==> src/rtl/score_overlay.sv <==
// Score tracker and on-screen score overlay for the VGA colour mux.
// Latency: score/high-score update 1 cycle after the triggering edge; render is combinational.
// Backpressure: none; the pixel stream and game events are consumed every cycle.
//
// Optional feature macro: HIGH_SCORE_EN (adds the high-score register and a second strip).
//
// Ports:
//   clk, reset        pixel clock, synchronous active-high reset
//   apple_collected   level, one score increment per rising edge while in PLAY
//   game_state        00 IDLE, 01 PLAY, 11 GAME_OVER
//   x_pos, y_pos      current pixel position
//   score_active, rgb overlay hit and colour for the current pixel
//   score_bcd         registered score, most significant digit in the top nibble
//   high_bcd          registered high score (tied 0 without HIGH_SCORE_EN)
module score_overlay #(
  parameter int BIT     = 10,
  parameter int DIGITS  = 3,
  parameter int X_START = 16,
  parameter int Y_START = 4,
  parameter int HS_X    = 560
) (
  input  logic                  clk,
  input  logic                  reset,
  input  logic                  apple_collected,
  input  logic [1:0]            game_state,
  input  logic [BIT-1:0]        x_pos,
  input  logic [BIT-1:0]        y_pos,
  output logic                  score_active,
  output logic [2:0]            rgb,
  output logic [4*DIGITS-1:0]   score_bcd,
  output logic [4*DIGITS-1:0]   high_bcd
);

  typedef enum logic [1:0] {
    GS_IDLE = 2'b00,
    GS_PLAY = 2'b01,
    GS_OVER = 2'b11
  } game_state_e;

  localparam logic [4*DIGITS-1:0] SCORE_MAX = {DIGITS{4'h9}};

`ifdef HIGH_SCORE_EN
  localparam bit HS_EN = 1'b1;
`else
  localparam bit HS_EN = 1'b0;
`endif

  logic                prev_apple;
  logic [1:0]          prev_state;
  logic                inc;
  logic                clr;
  logic [4*DIGITS-1:0] score_inc;

  assign inc = apple_collected & ~prev_apple & (game_state == GS_PLAY);
  assign clr = (prev_state == GS_IDLE) & (game_state == GS_PLAY);

  // BCD +1 with ripple carry from the least significant nibble upward.
  always_comb begin
    logic carry;
    score_inc = score_bcd;
    carry     = 1'b1;
    for (int i = 0; i < DIGITS; i++) begin
      if (carry) begin
        if (score_bcd[4*i +: 4] == 4'd9) begin
          score_inc[4*i +: 4] = 4'd0;
        end else begin
          score_inc[4*i +: 4] = score_bcd[4*i +: 4] + 4'd1;
          carry               = 1'b0;
        end
      end
    end
  end

  always_ff @(posedge clk) begin
    if (reset) begin
      prev_apple <= 1'b0;
      prev_state <= GS_IDLE;
      score_bcd  <= '0;
    end else begin
      prev_apple <= apple_collected;
      prev_state <= game_state;
      if (clr) begin
        score_bcd <= '0;
      end else if (inc && (score_bcd != SCORE_MAX)) begin
        score_bcd <= score_inc;
      end
    end
  end

`ifdef HIGH_SCORE_EN
  // Valid BCD orders the same as plain unsigned, so a packed compare is numeric.
  // No increment can coincide with PLAY->GAME_OVER, so score_bcd is final here.
  always_ff @(posedge clk) begin
    if (reset) begin
      high_bcd <= '0;
    end else if ((prev_state == GS_PLAY) && (game_state == GS_OVER) &&
                 (score_bcd > high_bcd)) begin
      high_bcd <= score_bcd;
    end
  end
`else
  assign high_bcd = '0;
`endif

  // 3x5 font, rows top to bottom in bits [14:12] .. [2:0], MSB of each row is the left column.
  function automatic logic [14:0] glyph(input logic [3:0] d);
    case (d)
      4'd0:    glyph = 15'b111_101_101_101_111;
      4'd1:    glyph = 15'b010_110_010_010_111;
      4'd2:    glyph = 15'b111_001_111_100_111;
      4'd3:    glyph = 15'b111_001_111_001_111;
      4'd4:    glyph = 15'b101_101_111_001_001;
      4'd5:    glyph = 15'b111_100_111_001_111;
      4'd6:    glyph = 15'b111_100_111_101_111;
      4'd7:    glyph = 15'b111_001_001_001_001;
      4'd8:    glyph = 15'b111_101_111_101_111;
      4'd9:    glyph = 15'b111_101_111_001_111;
      default: glyph = 15'b000_000_000_000_000;
    endcase
  endfunction

  // True when (x, y) falls on a lit font pixel of a DIGITS-wide strip whose
  // leftmost cell starts at base_x. Cells are 12x20 on a 16 px pitch, 4x4 px per font pixel.
  function automatic logic strip_lit(input logic [BIT-1:0] x, input logic [BIT-1:0] y,
                                     input int base_x, input logic [4*DIGITS-1:0] bcd);
    int          dx;
    int          dy;
    logic [3:0]  d;
    logic [3:0]  bit_idx;
    logic [14:0] g;
    logic        lit;
    lit = 1'b0;
    dy  = int'(y) - Y_START;
    for (int i = 0; i < DIGITS; i++) begin
      dx = int'(x) - base_x - 16*i;
      if (dx >= 0 && dx < 12 && dy >= 0 && dy < 20) begin
        d       = 4'(bcd >> (4*(DIGITS-1-i)));
        g       = glyph(d);
        bit_idx = 4'(14 - 3*(dy/4) - dx/4);
        lit     = g[bit_idx];
      end
    end
    return lit;
  endfunction

  // Score strip is evaluated last so it wins over the high-score strip.
  always_comb begin
    score_active = 1'b0;
    rgb          = 3'b000;
    if (HS_EN && strip_lit(x_pos, y_pos, HS_X, high_bcd)) begin
      score_active = 1'b1;
      rgb          = 3'b110;
    end
    if (strip_lit(x_pos, y_pos, X_START, score_bcd)) begin
      score_active = 1'b1;
      rgb          = 3'b111;
    end
  end

endmodule
==> config.mk <==
export PLATFORM = sky130hd
export DESIGN_NAME = score_overlay
export DESIGN_NICKNAME = d
export VERILOG_FILES = /design/src/rtl/score_overlay.sv
export SDC_FILE = /design/constraint.sdc
export NUM_CORES = 1
export LEC_CHECK = 0
export BUFFER_PORTS_ARGS = -buffer_cell sky130_fd_sc_hd__buf_2
export CAP_MARGIN = 15
export CORE_ASPECT_RATIO = 0.6
export CORE_MARGIN = 4
export CORE_UTILIZATION = 50
export CTS_CLUSTER_DIAMETER = 80
export DETAILED_ROUTE_END_ITERATION = 16
export GPL_ROUTABILITY_DRIVEN = 0
export GPL_TIMING_DRIVEN = 0
export PLACE_DENSITY = 0.77
export SKIP_LAST_GASP = 1
export SLEW_MARGIN = 30
export SYNTH_ARGS = -nofsm -noshare
export SYNTH_HDL_FRONTEND = slang
export SYNTH_SLANG_ARGS = --single-unit
==> constraint.sdc <==
create_clock -name clk -period 8.9 [get_ports clk]
set_input_delay 0.89 -clock clk [delete_from_list [all_inputs] [get_ports clk]]
set_output_delay 0.89 -clock clk [all_outputs]
set_load 0.01 [all_outputs]
==> results.py, run 1 <==
metrics = {
    "timing": {
        "finalCritPeriodShare_pct": 71.7,
        "relSlewSlack_pct": 60.6,
        "drv_slew": 0,
        "period_minus_slack_ps": 6380,
        "setup_viol": 0,
        "fmax_mhz": 157,
        "worst_pin_slew_ps": 587,
        "tns_ps": 0,
        "finalHoldViolations": 0,
        "holdWs_ps": 621,
        "fin_skew_ps": 5.48,
        "rsz0062_at_grt": "false",
    },
    "clock_tree": {
        "cts_hold_buf": 0,
        "tritoncts": "yes",
        "htree_levels": 2,
        "clk_latency_ps": 290,
        "clockRootBuffer": "clkbuf_16",
        "post_cts_resized": 0,
        "clockBufferDepth": 2,
        "postCtsSetupRepairBufs": 0,
        "clock_sink_count": 48,
        "cts_buffers": 5,
        "path_clk_slew_ps": 60,
    },
    "placed_design": {
        "hpwl_mm": 6.14,
        "io_buffers": 40,
        "place_area_sq_um": 3840,
    },
    "route": {
        "dr.pass1.iters": 5,
        "vias_per_cell": 5.45,
        "drc": 0,
        "drtIter0Drc": 172,
        "wire_per_inst_um": 14.0,
        "vias": 2939,
        "ant_nets": 0,
        "drt_wl_total_mm": 7.53,
    },
    "critical_path": {
        "critPathLaunchType": "input port",
        "crit_path_end_kind": "output pin",
        "worstSetupPathType": "input port to output pin",
        "critPathArrivalTime_ps": 5490,
        "cp.required_ps": 8010,
        "critPathMaxStageDelay_ps": 700,
        "worstPathCellList": "buf_2, inv_1, ha_1, o2111ai_1, nor4_1, ha_1, inv_1, ha_1, xnor2_1, inv_1, fa_1, mux4_2, mux4_1, nand4_1, a31oi_1, buf_4, buf_2",
        "cp_max_fo": 6,
        "path_buf_inv": 6,
        "crit_family": "adder cells",
        "critPathSlowestCell": "fa_1",
    },
    "logic_synthesis": {
        "synth_edf_count": 0,
        "yosys-top-cells-area": "dfxtp_1 27%, ha_1 10%, xnor2_1 4.8%",
        "synth_top_area_share_pct": 27.5,
        "synth_warnings": 0,
        "synthArstFlopShare_pct": 0,
        "syn_avg_cell_area_sq_um": 8.89,
        "synth_flop_cell": "dfxtp_1",
        "synth_seq_area_share_pct": 27.5,
        "ys_types": 60,
        "synth_top_area_cell": "dfxtp_1",
        "synth.ff_latch_count": 48,
        "syn_area_sq_um": 3490,
        "synthCells": 393,
    },
    "global_routing": {
        "grt_pass1_wl_mm": 12.6,
        "globalRouteTotalUtil_pct": 18.8,
        "grt_pass1_vias": 2709,
        "met1_usage_pct": 26.9,
        "grt_max_degree": 17,
        "grt.overflow.total": 0,
        "antenna_found_initial": 0,
        "use_met3_pct": 3.89,
        "gr-usage-met2_pct": 28.7,
        "busiest_layer": "met2",
    },
    "finish": {
        "final_cell_mix": "48 x dfxtp_1, 44 x buf_2, 36 x inv_1, 31 x nor2_1, 28 x ha_1",
        "finalNetCount": 510,
        "final_common_cell": "dfxtp_1",
        "drive_gt1_share_pct": 20.1,
        "area_growth_pct": 14.3,
        "n_fill_cell": 592,
        "antennaDiodeCount": 0,
        "fin_area_sq_um": 3990,
    },
    "floorplanning": {
        "die_w_um": 116,
        "fp.dieH_um": 72.8,
        "initial_core_util_pct": 51.9,
        "rows": 23,
        "io_pins": 53,
        "coreArea_sq_um": 6730,
        "die_area_sq_um": 8430,
    },
    "outcome": {
        "outcome": "finished, final reports clean",
    },
    "power_and_ir_drop": {
        "power.density_nw_per_um2": 147,
        "leakagePower_uw": 0.00178,
        "ir_drop_v": 0.000112,
    },
    "run": {
        "maxCapViolations": 0,
    },
    "worst_hold_path": {
        "hp-class": "flop to flop",
    },
}
==> through the flow <==
stage,std cells,power [uW],worst slack [ps],utilization (%)
floorplan,404,365,3300,-
global route,539,621,2160,59.3
finish,539,588,2520,59.3
global placement,531,397,2630,57.1
detailed placement,531,403,2500,57.1
CTS,539,595,2490,59.3
==> path summary, 6_finish.rpt <==
check | cells past startpoint | from | endpoint | slack (ps)
hold reg to reg | 2 | score_bcd[7]$_SDFFE_PP0P_ | flop | 620
setup reg to reg | 10 | score_bcd[10]$_SDFFE_PP0P_ | flop | 6030
setup / recovery | 17 | y_pos[2] | rgb[1] | 2520
hold / removal | 2 | score_bcd[7]$_SDFFE_PP0P_ | flop | 620
==> report_power, final <==
part / total, uW / switching, uW / leakage (uW) / internal [uW]
Combinational: 183 / 93.0 / 0.00133 / 89.8
Clock: 187 / 82.6 / 0.0000660 / 104
Sequential: 218 / 1.08 / 0.000389 / 217
==> cell families after synthesis <==
kind of cell	Yosys count	share of synthesized area, %
and+or+nand+nor	115	18.4
AOI/OAI and AO/OA	89	16.5
buffers and inverters	60	8.41
DFF	48	27.5
adders and majority gates	34	13.5
xor gates and xnor gates	33	8.88
muxes	13	6.70
other	1	0.107
==> synth_stat cells, types with 6 or more instances <==
cell	number
nand2_1	23
o22ai_1	6
dfxtp_1	48
fa_1	6
nand3_1	11
mux4_2	7
nor3_1	11
a21oi_1	22
o21ai_0	16
inv_1	36
nor2b_1	9
a211oi_1	9
nor2_1	31
buf_4	17
xnor2_1	19
xor2_1	12
ha_1	28
==> layer usage <==
metal | wire length (um) | share of wire (%)
met5 | 0 | 0
met4 | 72 | 0.96
met3 | 472 | 6.3
met2 | 3330 | 44
met1 | 3660 | 49
==> cell type report <==
cell class | count | area (sq um) | area share (%)
multi-input cells | 296 | 2280 | 57.1
flip-flops and latches | 48 | 961 | 24.1
repair buffers | 40 | 200 | 5.01
plain buffers | 23 | 155 | 3.88
inverters | 37 | 139 | 3.48
clock buffers | 5 | 125 | 3.13
well taps | 87 | 109 | 2.73
clock inverters | 3 | 23.8 | 0.595
==> worst register-to-register path: cells and delay by family (launching register included) <==
family / cells / cell delay, ps
flops: 1 / 350
fa+ha+maj: 1 / 400
compound gates: 4 / 1130
buf+inv: 2 / 250
simple gates: 3 / 620
Power figures use the tool's default switching activity.
==> run 2, diff against run 1 <==
--- a/config.mk
+++ b/config.mk
@@ -14,7 +14,7 @@
 export DETAILED_ROUTE_END_ITERATION = 16
 export GPL_ROUTABILITY_DRIVEN = 0
 export GPL_TIMING_DRIVEN = 0
-export PLACE_DENSITY = 0.77
+export PLACE_DENSITY = 0.8
 export SKIP_LAST_GASP = 1
 export SLEW_MARGIN = 30
 export SYNTH_ARGS = -nofsm -noshare
==> constraint.sdc (replaced) <==
create_clock -name clk -period 5.6 [get_ports clk]
set_input_delay 0.56 -clock clk [delete_from_list [all_inputs] [get_ports clk]]
set_output_delay 0.56 -clock clk [all_outputs]
set_load 0.01 [all_outputs]
==> run 2 against run 1 <==
Total power increased by 85%. Largest power group is now clock. Core utilization increased by 1.9 points. Die area did not move. Sequential power increased by 59%. Global-route usage grew 1.0 points. Largest cell class unchanged.
==> results.py, run 2 (synthesis results as in run 1) <==
metrics = {
    "outcome": {
        "outcome": "finished, final reports clean",
    },
    "floorplanning": {
        "die_w_um": 116,
        "rows": 23,
        "die_area_sq_um": 8430,
        "coreArea_sq_um": 6730,
        "fp.dieH_um": 72.8,
        "initial_core_util_pct": 51.9,
        "io_pins": 53,
    },
    "global_routing": {
        "grt.overflow.total": 0,
        "grt_max_degree": 16,
        "antenna_found_initial": 0,
        "grt_pass1_vias": 2866,
        "globalRouteTotalUtil_pct": 19.8,
        "grt_pass1_wl_mm": 13.4,
    },
    "finish": {
        "area_growth_pct": 17.9,
        "ff_latch_area_sq_um": 961,
        "final_cell_mix": "48 x dfxtp_1, 44 x buf_2, 35 x inv_1, 31 x nor2_1, 26 x ha_1",
        "fin_area_sq_um": 4120,
        "antennaDiodeCount": 0,
        "finalNetCount": 513,
        "n_fill_cell": 609,
        "drive_gt1_share_pct": 22.2,
        "multi_input_area_sq_um": 2320,
        "final_cells": 542,
        "final_common_cell": "dfxtp_1",
    },
    "placed_design": {
        "post-place-ws_ps": -149,
        "io_buffers": 40,
        "placed_cells": 531,
        "place_area_sq_um": 3840,
        "hpwl_mm": 6.22,
    },
    "clock_tree": {
        "clock_sink_count": 48,
        "cts_hold_buf": 0,
        "clk_latency_ps": 290,
        "clockBufferDepth": 2,
        "clockRootBuffer": "clkbuf_16",
        "path_clk_slew_ps": 70,
        "tritoncts": "yes",
        "cts_buffers": 5,
        "htree_levels": 2,
    },
    "critical_path": {
        "critPathLaunch": "y_pos[2]",
        "rr_worst_depth": 10,
        "critPathArrivalTime_ps": 4860,
        "reg2reg_from": "score_bcd[10]$_SDFFE_PP0P_",
        "worstSetupPathType": "input port to output pin",
        "cp.required_ps": 5040,
        "cp_max_fo": 5,
        "critPathLaunchType": "input port",
        "reg2reg_slack_ps": 2670,
        "crit_path_end_kind": "output pin",
    },
    "timing": {
        "fin_skew_ps": 5.72,
        "worst_pin_slew_ps": 520,
        "period_minus_slack_ps": 5420,
        "rsz0062_at_grt": "false",
        "finalCritPeriodShare_pct": 96.8,
        "fin_ws_ps": 179,
        "holdWs_ps": 494,
        "setup_viol": 0,
        "finalHoldViolations": 0,
        "drv_slew": 0,
        "relSlewSlack_pct": 65.3,
        "fmax_mhz": 184,
    },
    "route": {
        "wire_per_inst_um": 14.7,
        "vias": 2931,
        "dr.pass1.iters": 6,
        "drtIter0Drc": 218,
        "vias_per_cell": 5.41,
        "drt_wl_total_mm": 7.98,
        "drc": 0,
        "ant_nets": 0,
    },
    "power_and_ir_drop": {
        "ir_drop_v": 0.000152,
        "leakagePower_uw": 0.00184,
        "power_uw": 1090,
        "power.density_nw_per_um2": 264,
    },
    "run": {
        "maxCapViolations": 0,
    },
    "worst_hold_path": {
        "hp-class": "input port to flop",
        "hold_start": "reset",
        "min_path_cells": 2,
        "min_to": "prev_state[0]$_SDFF_PP0_",
    },
}
run 2: changes by cell type in the layout (fill, tap and decap cells not counted), sizes merged:
cell      change
clkinvlp      -2
buf           +3
bufinv        +3
clkinv        -1
run 2: power by group:
part / leakage (uW) / internal (uW) / switching (uW)
Sequential: 0.000389 / 345 / 1.70
Clock: 0.000104 / 301 / 134
Combinational: 0.00134 / 153 / 153
Total: 0.00184 / 799 / 288
run 2: timing repair:
item,in CTS,in global routing
gates resized for setup,3,5
buffers inserted,0,3
gates cloned,0,0
pin swaps,0,3
setup endpoints to repair,4,4
run 2: layout make-up:
type                    instances  share of cell area (%)
repair buffers                 43                    5.41
clock buffers                   5                    3.04
clock inverters                 3                    2.19
well taps                      87                    2.64
flip-flops and latches         48                    23.3
multi-input cells             296                    56.3
inverters                      37                    3.37
plain buffers                  23                    3.77
run 2: routing by layer:
metal	share of wire [%]	global-route usage, %	wire length (um)
met3	5.5	3.98	441
met1	49	28.3	3890
met4	0.80	4.38	64
met2	45	31.3	3590
met5	0	0	0
run 2: per-stage QoR:
step           utilization [%]  TNS (ps)
5_1_grt                   61.2         0
2_1_floorplan                -         0
4_1_cts                   60.5         0
6_report                  61.2         0
3_3_place_gp              57.1      -146
3_5_place_dp              57.1      -472
run 2: worst max path at each step:
stage	slack (ps)	endpoint	cells after the start
finish	180	rgb[0]	18
global route	8	rgb[1]	18
CTS	20	rgb[1]	17
detailed placement	-150	rgb[1]	17
global placement	-50	rgb[0]	17
floorplan	660	rgb[0]	15
run 2: worst max-delay path, stage by stage:
cell and delay (ps):
buf_2 120, inv_1 120, ha_2 240, o2111ai_1 120
nor4_2 390, ha_4 190, ha_1 230, inv_1 60
ha_1 250, xnor2_2 220, inv_2 110, fa_2 610
mux4_2 500, mux4_1 550, nand4_1 160, a31oi_2 130
buf_4 150, buf_2 130
==> run 3, diff against run 2 <==
--- a/config.mk
+++ b/config.mk
@@ -15,6 +15,7 @@
 export GPL_ROUTABILITY_DRIVEN = 0
 export GPL_TIMING_DRIVEN = 0
 export PLACE_DENSITY = 0.8
+export RECOVER_POWER = 25
 export SKIP_LAST_GASP = 1
 export SLEW_MARGIN = 30
 export SYNTH_ARGS = -nofsm -noshare
==> run 3 against run 2 <==
Setup slack hardly changed. Total power hardly changed. Final cell count stayed put. Register-to-register slack worse by 30 ps. Largest cell class unchanged. Design area is 0.82% lower. Critical path depth stayed put. Core utilization is 0.50 points lower.
==> results.py, run 3 (synthesis results as in run 1) <==
metrics = {
    "placed_design": {
        "placed_cells": 531,
        "io_buffers": 40,
        "hpwl_mm": 6.22,
    },
    "critical_path": {
        "reg2reg_slack_ps": 2640,
        "critPathLaunchType": "input port",
        "reg2reg_from": "score_bcd[10]$_SDFFE_PP0P_",
        "critPathSlowestCell": "fa_2",
        "crit_path_end_kind": "output pin",
        "worstPathCellList": "buf_2, inv_1, ha_2, o2111ai_1, nor4_2, ha_4, ha_1, inv_1, ha_1, xnor2_2, inv_2, fa_2, mux4_2, mux4_1, nand4_1, a31oi_2, buf_4, buf_2",
        "critPathMaxStageDelay_ps": 610,
        "cp.required_ps": 5040,
        "worstSetupPathType": "input port to output pin",
        "cp_max_fo": 5,
        "critPathArrivalTime_ps": 4860,
        "rr_worst_depth": 10,
    },
    "floorplanning": {
        "coreArea_sq_um": 6730,
        "initial_core_util_pct": 51.9,
        "die_area_sq_um": 8430,
        "die_w_um": 116,
        "io_pins": 53,
        "fp.dieH_um": 72.8,
        "rows": 23,
    },
    "power_and_ir_drop": {
        "switching_share_pct": 26.6,
        "clockPowerShare_pct": 40.0,
        "ir_drop_v": 0.000152,
        "p_int_uw": 798,
        "combPwrFrac_pct": 28.1,
        "leakagePower_uw": 0.00176,
        "power.density_nw_per_um2": 266,
        "p_switching_uw": 289,
        "pwr-share-seq_pct": 31.9,
    },
    "timing": {
        "rsz0062_at_grt": "false",
        "drv_slew": 0,
        "fmax_mhz": 184,
        "setup_viol": 0,
        "finalHoldViolations": 0,
        "fin_skew_ps": 5.78,
        "finalCritPeriodShare_pct": 96.8,
        "tns_ps": 0,
        "period_minus_slack_ps": 5420,
        "relSlewSlack_pct": 59.7,
        "worst_pin_slew_ps": 596,
    },
    "route": {
        "drtIter0Drc": 238,
        "highest_layer": "met4",
        "drt_wl_total_mm": 8.01,
        "vias_per_cell": 5.44,
        "dr.pass1.iters": 5,
        "wl_met1_mm": 3.88,
        "drc": 0,
        "wl_met3_um": 462,
        "vias": 2949,
        "ant_nets": 0,
        "dr_wl_met2_mm": 3.59,
        "wire_per_inst_um": 14.8,
    },
    "global_routing": {
        "antenna_found_initial": 0,
        "globalRouteTotalUtil_pct": 19.8,
        "grt_max_degree": 16,
        "grt_pass1_vias": 2866,
        "grt.overflow.total": 0,
        "grt_pass1_wl_mm": 13.4,
    },
    "clock_tree": {
        "tritoncts": "yes",
        "clockBufferDepth": 2,
        "clockRootBuffer": "clkbuf_16",
        "htree_levels": 2,
        "clock_sink_count": 48,
        "clk_latency_ps": 290,
        "cts_hold_buf": 0,
        "cts_buffers": 5,
        "path_clk_slew_ps": 70,
    },
    "finish": {
        "drive_gt1_share_pct": 18.7,
        "final_cells": 542,
        "area_growth_pct": 16.9,
        "antennaDiodeCount": 0,
        "finalNetCount": 513,
        "final_cell_mix": "48 x dfxtp_1, 35 x inv_1, 31 x nor2_1, 29 x buf_2, 26 x ha_1",
        "final_common_cell": "dfxtp_1",
    },
    "outcome": {
        "outcome": "finished, final reports clean",
    },
    "worst_hold_path": {
        "hp-class": "input port to flop",
        "min_path_cells": 2,
        "min_to": "prev_state[0]$_SDFF_PP0_",
        "hold_start": "reset",
    },
    "run": {
        "maxCapViolations": 0,
    },
}
run 3: worst max-delay path: cells and delay by family:
kind	cells	cell delay, ps
buffers and inverters	6	690
adder cells (fa/ha/maj)	5	1520
XOR/XNOR	1	220
AND/OR/NAND/NOR	2	550
multiplexers	2	1050
AO/OA/AOI/OAI	2	250
run 3: repair_timing:
action / in CTS / in global routing
setup buffers: 0 / 3
endpoints found under the setup margin: 4 / 4
pin swaps: 0 / 3
gates resized for setup: 3 / 5
run 3: layer usage:
| layer | up-vias | global-route usage (%) |
|---|---|---|
| met4 | 0 | 4.38 |
| met3 | 10 | 3.98 |
| met5 | - | 0 |
| met2 | 84 | 31.3 |
| li1 | 1480 | - |
| met1 | 1375 | 28.3 |
run 3: layout make-up:
| class | instances | area, sq um |
|---|---|---|
| Fill cell | 612 | 2650 |
| Multi-Input combinational cell | 296 | 2300 |
| Sequential cell | 48 | 961 |
| Timing Repair Buffer | 43 | 204 |
| Buffer | 23 | 155 |
| Inverter | 37 | 139 |
| Clock buffer | 5 | 125 |
| Tap cell | 87 | 109 |
| Clock inverter | 3 | 90.1 |
run 3: stage by stage:
step / utilization [%] / power, uW / cell area (sq um) / worst slack [ps] / hold slack, ps
3_5_place_dp: 57.1 / 641 / 3840 / -149 / 603
2_1_floorplan: - / 580 / 3540 / 662 / 616
3_3_place_gp: 57.1 / 631 / 3840 / -49.3 / 597
6_report: 60.7 / 1090 / 4090 / 179 / 492
5_1_grt: 60.7 / 1140 / 4090 / 8.47 / 499
4_1_cts: 60.5 / 1080 / 4070 / 18.5 / 491
run 3: how the worst max path moves through the flow:
stage	from	end	slack, ps	cells after the start
after CTS	y_pos[2]	rgb[1]	20	17
after floorplan	y_pos[2]	rgb[0]	660	15
after detailed placement	y_pos[2]	rgb[1]	-150	17
after global placement	y_pos[2]	rgb[0]	-50	17
after global routing	y_pos[2]	rgb[1]	8	18
final	y_pos[2]	rgb[0]	180	18
run 3: power groups by stage:
stage	Sequential [uW]	Clock, uW	Combinational [uW]
2_1_floorplan	354	0	226
3_5_place_dp	354	0	287
6_report	347	435	305
4_1_cts	347	442	291
5_1_grt	347	456	335
3_3_place_gp	354	0	277
